==> src/rtl/cpu_pkg.sv <==
// cpu_pkg: shared opcodes, CCR bit positions and control-bundle bit indices for the pipeline
package cpu_pkg;
  localparam int CTRL_W = 9;
  localparam logic [4:0] ALU_NOP  = 5'b00000;
  localparam logic [4:0] ALU_NOT  = 5'b00001;
  localparam logic [4:0] ALU_CLRC = 5'b00010;
  localparam logic [4:0] ALU_INC  = 5'b00011;
  localparam logic [4:0] ALU_DEC  = 5'b00100;
  localparam logic [4:0] ALU_OUT  = 5'b00101;
  localparam logic [4:0] ALU_SETC = 5'b00110;
  localparam logic [4:0] ALU_IN   = 5'b00111;
  localparam logic [4:0] ALU_MOV  = 5'b01000;
  localparam logic [4:0] ALU_ADD  = 5'b01001;
  localparam logic [4:0] ALU_SUB  = 5'b01010;
  localparam logic [4:0] ALU_AND  = 5'b01011;
  localparam logic [4:0] ALU_OR   = 5'b01100;
  localparam logic [4:0] ALU_SHL  = 5'b01101;
  localparam logic [4:0] ALU_SHR  = 5'b01110;
  localparam logic [4:0] ALU_PUSH = 5'b01111;
  localparam logic [4:0] ALU_POP  = 5'b10000;
  localparam logic [4:0] ALU_LDM  = 5'b10001;
  localparam logic [4:0] ALU_LDD  = 5'b10010;
  localparam logic [4:0] ALU_STD  = 5'b10011;
  localparam logic [4:0] ALU_JZ   = 5'b10100;
  localparam logic [4:0] ALU_JN   = 5'b10101;
  localparam logic [4:0] ALU_JC   = 5'b10110;
  localparam logic [4:0] ALU_JMP  = 5'b10111;
  localparam logic [4:0] ALU_CALL = 5'b11000;
  localparam logic [4:0] ALU_RET  = 5'b11001;
  localparam int FLAG_Z = 0;
  localparam int FLAG_N = 1;
  localparam int FLAG_C = 2;
  localparam int CTRL_REG_WR     = 8;
  localparam int CTRL_MEM_WR     = 7;
  localparam int CTRL_MEM_RD     = 6;
  localparam int CTRL_MEM_TO_REG = 5;
  localparam int CTRL_STACK      = 4;
  localparam int CTRL_DEC_SP     = 3;
  localparam int CTRL_INC_SP     = 2;
  localparam int CTRL_BRANCH     = 1;
  localparam int CTRL_RET        = 0;
endpackage

==> src/rtl/exec_alu.sv <==
// exec_alu: combinational ALU for the execute stage.
//   op/a/b/imm/in_port -> result plus flag candidates z,n,c and the enables c_valid, zn_valid
module exec_alu
  import cpu_pkg::*;
#(
  parameter int DATA_W = 16,
  parameter int OP_W   = 5
) (
  input  logic [OP_W-1:0]   op,
  input  logic [DATA_W-1:0] a,
  input  logic [DATA_W-1:0] b,
  input  logic [DATA_W-1:0] imm,
  input  logic [DATA_W-1:0] in_port,
  output logic [DATA_W-1:0] result,
  output logic              z,
  output logic              n,
  output logic              c,
  output logic              c_valid,
  output logic              zn_valid
);
  logic [DATA_W:0] sum, diff, shl, shr, inc;
  logic [3:0]      amt;
  always_comb begin
    amt  = imm[3:0];
    sum  = {1'b0, a} + {1'b0, b};
    diff = {1'b0, a} - {1'b0, b};
    inc  = {1'b0, a} + (DATA_W+1)'(1);
    // shl top bit and shr bottom bit hold the last bit shifted out
    shl  = {1'b0, a} << amt;
    shr  = {a, 1'b0} >> amt;
    result   = '0;
    c        = 1'b0;
    c_valid  = 1'b0;
    zn_valid = 1'b0;
    case (op)
      ALU_SETC: begin c = 1'b1; c_valid = 1'b1; end
      ALU_CLRC: c_valid = 1'b1;
      ALU_NOT:  begin result = ~a; zn_valid = 1'b1; end
      ALU_INC:  begin {c, result} = inc; c_valid = 1'b1; zn_valid = 1'b1; end
      ALU_DEC:  begin result = a - DATA_W'(1); c = (a == '0); c_valid = 1'b1; zn_valid = 1'b1; end
      ALU_ADD:  begin {c, result} = sum; c_valid = 1'b1; zn_valid = 1'b1; end
      ALU_SUB:  begin {c, result} = diff; c_valid = 1'b1; zn_valid = 1'b1; end
      ALU_AND:  begin result = a & b; zn_valid = 1'b1; end
      ALU_OR:   begin result = a | b; zn_valid = 1'b1; end
      ALU_MOV:  result = a;
      ALU_IN:   result = in_port;
      ALU_SHL:  begin result = shl[DATA_W-1:0]; c = shl[DATA_W]; c_valid = (amt != '0); zn_valid = 1'b1; end
      ALU_SHR:  begin result = shr[DATA_W:1]; c = shr[0]; c_valid = (amt != '0); zn_valid = 1'b1; end
      ALU_LDM:  result = imm;
      ALU_LDD,
      ALU_STD:  result = a + imm;
      default:  result = '0;
    endcase
    z = (result == '0);
    n = result[DATA_W-1];
  end
endmodule

==> src/rtl/execute_stage.sv <==
// execute_stage: EX stage of the 16-bit pipeline; ALU, CCR, branch resolve, OUT port, EX/MEM register.
//   in : clk, reset, valid_in, alu_op, operand_a/b, imm, alu_src, rd_in, ctrl_in, in_port, return_pc, stall, flush
//   out: ex_valid/result/store/rd/ctrl (EX/MEM), flags {C,N,Z}, out_port, br_taken/br_target (combinational)
module execute_stage
  import cpu_pkg::*;
#(
  parameter int DATA_W = 16,
  parameter int RA_W   = 3,
  parameter int OP_W   = 5
) (
  input  logic              clk,
  input  logic              reset,
  input  logic              valid_in,
  input  logic [OP_W-1:0]   alu_op,
  input  logic [DATA_W-1:0] operand_a,
  input  logic [DATA_W-1:0] operand_b,
  input  logic [DATA_W-1:0] imm,
  input  logic              alu_src,
  input  logic [RA_W-1:0]   rd_in,
  input  logic [CTRL_W-1:0] ctrl_in,
  input  logic [DATA_W-1:0] in_port,
  input  logic [DATA_W-1:0] return_pc,
  input  logic              stall,
  input  logic              flush,
  output logic              ex_valid,
  output logic [DATA_W-1:0] ex_result,
  output logic [DATA_W-1:0] ex_store,
  output logic [RA_W-1:0]   ex_rd,
  output logic [CTRL_W-1:0] ex_ctrl,
  output logic [2:0]        flags,
  output logic [DATA_W-1:0] out_port,
  output logic              br_taken,
  output logic [DATA_W-1:0] br_target
);
  logic [DATA_W-1:0] b_side, alu_result, store;
  logic              alu_z, alu_n, alu_c, alu_c_valid, alu_zn_valid;
  logic              fire, jz_t, jn_t, jc_t;
  logic              valid_d, valid_q;
  logic [DATA_W-1:0] result_d, result_q, store_d, store_q, out_port_d, out_port_q;
  logic [RA_W-1:0]   rd_d, rd_q;
  logic [CTRL_W-1:0] ctrl_d, ctrl_q;
  logic [2:0]        flags_d, flags_q;

  assign b_side = alu_src ? imm : operand_b;

  exec_alu #(.DATA_W(DATA_W), .OP_W(OP_W)) u_alu (
    .op(alu_op), .a(operand_a), .b(b_side), .imm(imm), .in_port(in_port),
    .result(alu_result), .z(alu_z), .n(alu_n), .c(alu_c),
    .c_valid(alu_c_valid), .zn_valid(alu_zn_valid)
  );

  always_comb begin
    fire      = valid_in & ~stall & ~flush & ~reset;
    jz_t      = (alu_op == ALU_JZ) & flags_q[FLAG_Z];
    jn_t      = (alu_op == ALU_JN) & flags_q[FLAG_N];
    jc_t      = (alu_op == ALU_JC) & flags_q[FLAG_C];
    br_taken  = fire & ((alu_op == ALU_JMP) | (alu_op == ALU_CALL) | jz_t | jn_t | jc_t);
    br_target = operand_a;
    store     = (alu_op == ALU_STD)  ? b_side :
                (alu_op == ALU_PUSH) ? operand_a :
                (alu_op == ALU_CALL) ? return_pc : '0;
    // a taken conditional jump consumes the flag it tested
    flags_d = flags_q;
    if (fire) begin
      if (alu_zn_valid) {flags_d[FLAG_N], flags_d[FLAG_Z]} = {alu_n, alu_z};
      if (alu_c_valid) flags_d[FLAG_C] = alu_c;
      if (jz_t) flags_d[FLAG_Z] = 1'b0;
      if (jn_t) flags_d[FLAG_N] = 1'b0;
      if (jc_t) flags_d[FLAG_C] = 1'b0;
    end
    // stall freezes the slot; anything else that does not fire becomes a bubble
    valid_d    = stall ? valid_q  : fire;
    result_d   = stall ? result_q : fire ? alu_result : '0;
    store_d    = stall ? store_q  : fire ? store : '0;
    rd_d       = stall ? rd_q     : fire ? rd_in : '0;
    ctrl_d     = stall ? ctrl_q   : fire ? ctrl_in : '0;
    out_port_d = (fire & (alu_op == ALU_OUT)) ? operand_a : out_port_q;
  end

  always_ff @(posedge clk) begin
    if (reset) begin
      valid_q    <= 1'b0;
      result_q   <= '0;
      store_q    <= '0;
      rd_q       <= '0;
      ctrl_q     <= '0;
      flags_q    <= '0;
      out_port_q <= '0;
    end else begin
      valid_q    <= valid_d;
      result_q   <= result_d;
      store_q    <= store_d;
      rd_q       <= rd_d;
      ctrl_q     <= ctrl_d;
      flags_q    <= flags_d;
      out_port_q <= out_port_d;
    end
  end

  assign ex_valid  = valid_q;
  assign ex_result = result_q;
  assign ex_store  = store_q;
  assign ex_rd     = rd_q;
  assign ex_ctrl   = ctrl_q;
  assign flags     = flags_q;
  assign out_port  = out_port_q;
endmodule

==> config.mk <==
export PLATFORM = sky130hd
export DESIGN_NAME = execute_stage
export DESIGN_NICKNAME = d
export VERILOG_FILES = /design/src/rtl/cpu_pkg.sv /design/src/rtl/exec_alu.sv /design/src/rtl/execute_stage.sv
export SDC_FILE = /design/constraint.sdc
export NUM_CORES = 1
export LEC_CHECK = 0
export CORE_ASPECT_RATIO = 0.7
export CORE_MARGIN = 2
export CORE_UTILIZATION = 30
export CTS_CLUSTER_DIAMETER = 80
export DETAILED_ROUTE_END_ITERATION = 10
export GPL_TIMING_DRIVEN = 0
export RECOVER_POWER = 100
export SKIP_LAST_GASP = 1
export SLEW_MARGIN = 20
export SYNTH_ARGS = -nofsm -noshare
export SYNTH_HDL_FRONTEND = slang
export SYNTH_HIERARCHICAL = 1
export SYNTH_SLANG_ARGS = --single-unit
==> constraint.sdc <==
create_clock -name clk -period 6.1 [get_ports clk]
set_clock_uncertainty 0.05 [all_clocks]
set_input_delay 1.22 -clock clk [delete_from_list [all_inputs] [get_ports clk]]
set_output_delay 1.22 -clock clk [all_outputs]
set_load 0.05 [all_outputs]
==> results.yml <==
worst_setup_path:
  endpoint_kind: "register"
  cpMaxStageDelayCell: "dlygate4sd3_1"
  cp-start-kind: "input port"
  reg2reg_to: "flags[1]$_SDFFE_PP0P_"
  critPathMaxStageDelay_ps: 1030
  r2r_setup_slack_ps: 4770
  critPathArrivalTime_ps: 6210
  setup.worst_path.start: "operand_a[9]"
  rr_worst_depth: 4
  required_ps: 6310
  worstPathMaxFanout: 10
  crit_end: "flags[0]$_SDFFE_PP0P_"
  rr_startpoint: "flags[1]$_SDFFE_PP0P_"
  worst-setup-path-type: "input port to register"
  path_cells: "dlygate4sd3_1, clkbuf_1, inv_1, ha_1, nand4_1, nor2_1, o21ai_0, a31o_2, o31ai_1, mux2i_1, o221a_2, o21ai_0, nor4_4, nand4_1, a21oi_1"
clock_tree:
  cts_max_level: 3
  cts_root_buffer: "clkbuf_16"
  clk_latency_ps: 330
  cts-buffers-inserted: 9
  cts_tree: "done"
  cts.clk_slew.worst_paths_ps: 60
  clockBufferDepth: 2
  clock-sinks: 64
  cts_setup_buffers: 0
synthesis:
  synth_ff_type: "dfxtp_1"
  yosysUniqueCellTypes: 89
  avgSynthCellArea_sq_um: 7.53
  synth_xor_area_share_pct: 2.54
  ys_warn_count: 6
  synth_top_family_by_area: "compound AO/OA/AOI/OAI gates"
  synth_fa_ha_area_share_pct: 10.3
  synthesis.instances: 1146
  synth-async-reset-ratio_pct: 0
  synth_compound_area_share_pct: 29.4
  synth_enable_flop_cells: 0
  yosys.area_share.simple_pct: 23.3
  synth_top_area_share_pct: 14.8
  ys_seq_elements: 64
  muxShareOfSynthArea_pct: 10.8
  synth_nets: 1318
  yosys.area.top_type: "dfxtp_1"
  synth_seq_area_share_pct: 14.8
  synthTopCellsByArea: "dfxtp_1, ha_1, nor2_1, nand2_1, mux4_2"
  syn_area_sq_mm: 0.00863
sta:
  fin_tns_setup_ps: 0
  fin_ws_ps: 109
  timing.final.crit_period_ps: 5990
  hold_violations: 0
  holdWs_ps: 396
  final_max_slew_viol_count: 8
  tightest_slew_ps: 1700
  max_freq_mhz: 167
  period_share_pct: 98.2
  slew_headroom_pct: -15.1
  setup_viol: 0
  rsz0062_at_grt: "no"
pwr:
  seq_power_share_pct: 23.9
  pwr-share-comb_pct: 41.6
  intPower_mw: 1.12
  p_total_mw: 1.78
  net-switching-power_mw: 0.662
  swShare_pct: 37.2
  clkPwrFrac_pct: 34.6
  leakagePower_nw: 4.40
  powerDensity_mw_per_mm2: 159
  ir_worst_vdd_mv: 0.171
die:
  start_util_pct: 30.7
  fp.coreArea_sq_mm: 0.0281
  ios: 184
  die_x_um: 207
  fp.dieH_um: 146
  die_area_sq_mm: 0.0302
  rows: 51
layout:
  nFillCells: 2929
  final_util_pct: 39.9
  nets: 1501
  multi_input_area_sq_mm: 0.00658
  area_growth_pct: 29.9
  n_antenna_cell: 0
  layout_common_cells: "nor2_1, nand2_1, clkdlybuf4s50_1, dlygate4sd3_1"
  final_layout_size_suffix_gt1_share_pct: 10.7
  layout_commonest_cell: "nor2_1"
  final-seq-area_sq_mm: 0.00128
place:
  io_buffers: 182
  place.gp.congestion: 0.982
  post-place-ws_ps: -1580
  hpwlAfterDp_um: 34300
detailed_routing:
  wirelength_um: 42300
  vias_per_cell: 5.95
  drc: 0
  ant_nets: 0
  firstDrtPassIters: 5
  vias: 10100
  avgRoutedWirePerCell_um: 24.8
  drt-initial-drc-count: 1405
grt:
  grt_pass1_wl_um: 62200
  antenna_found_initial: 1
  grt_use_total_pct: 27.6
  grt_pass1_vias: 9385
  gr-total-overflow: 0
  grt_max_degree: 20
outcome:
  violations: "capacitance limit, slew limit"
  status: "finished with violations"
run:
  drv_cap: 1
min_path:
  hp-class: "register to register"
## critical path: cells and delay by family
family / cells / cell delay [ps]
simple gates: 4 / 880
compound gates: 6 / 1680
fa+ha+maj: 1 / 460
buf+inv: 3 / 1690
mux: 1 / 240
## timing repair
action / CTS / global route
setup endpoints to repair: 3 / 1
hold buffers: 0 / 0
resized for setup: 21 / 29
cloned: 0 / 0
## flip-flops by register name (all words and copies together), names as in the netlist
signal / cells
flags: 3
ex_rd: 3
ex_valid: 1
out_port: 16
ex_result: 16
ex_store: 16
ex_ctrl: 9
## cells by family after synthesis
family	Yosys count
muxes	69
and+or+nand+nor	391
adders and majority gates	69
xor gates and xnor gates	25
DFF	64
buffers and inverters	160
AOI/OAI and AO/OA	368
## power groups by stage
stage          clock network, mW  logic [mW]  registers, mW
6_report                   0.615       0.740          0.425
5_1_grt                    0.637       0.791          0.425
4_1_cts                    0.623       0.727          0.425
3_5_place_dp                   0       0.720          0.434
3_3_place_gp                   0       0.721          0.434
2_1_floorplan                  0       0.427          0.447
## per-layer routing
| metal | vias to the layer above | wire, um | share of wire, % | GRT usage (%) |
|---|---|---|---|---|
| li1 | 4617 | - | - | - |
| met1 | 4880 | 19700 | 47 | 42.1 |
| met5 | - | 0 | 0 | 0 |
| met3 | 44 | 5070 | 12 | 8.24 |
| met4 | 0 | 581 | 1.4 | 4.68 |
| met2 | 607 | 16900 | 40 | 37.9 |
## worst min path at each step
stage / from / to / cells after the start
final: out_port[7]$_SDFFE_PP0P_ / out_port[7]$_SDFFE_PP0P_ / 2
after global routing: ex_valid$_SDFFE_PP0N_ / ex_valid$_SDFFE_PP0N_ / 2
after CTS: out_port[7]$_SDFFE_PP0P_ / out_port[7]$_SDFFE_PP0P_ / 2
after detailed placement: out_port[7]$_SDFFE_PP0P_ / out_port[7]$_SDFFE_PP0P_ / 2
after global placement: ex_valid$_SDFFE_PP0N_ / ex_valid$_SDFFE_PP0N_ / 2
after floorplan: ex_valid$_SDFFE_PP0N_ / ex_valid$_SDFFE_PP0N_ / 2
## stage by stage
step | instance area [sq um] | instances
finish | 11200 | 1705
CTS | 11300 | 1710
global route | 11200 | 1705
global placement | 10900 | 1699
floorplan | 8630 | 1146
detailed placement | 10900 | 1699
## final cells by class
class / count / share of cell area (%)
clock inverter: 6 / 1.03
sequential: 64 / 11.4
inverter: 52 / 1.74
clock buffer: 10 / 2.13
tap: 371 / 4.14
multi-input combinational: 922 / 58.7
buffer: 98 / 4.88
timing repair buffer: 182 / 16.0
## cell usage after synthesis (10+ instances only)
master	count
nor2b_1	11
and2_1	12
a221oi_1	26
nand3_1	30
a21oi_1	66
a22oi_1	41
a2111oi_0	10
or3_1	24
o211ai_1	18
mux4_2	16
nand2_2	10
nand2b_1	15
o21ai_0	67
nand2_1	104
ha_1	66
dfxtp_1	64
clkbuf_1	62
nor2_1	105
buf_6	11
a31oi_1	11
nand4_1	11
a211oi_1	13
inv_1	52
mux2_2	24
a21oi_2	11
mux2i_1	26
buf_2	13
buf_4	18
xnor2_1	17
o21ai_1	12
nor3_1	16
No activity file was read; power rests on OpenSTA's default activity.
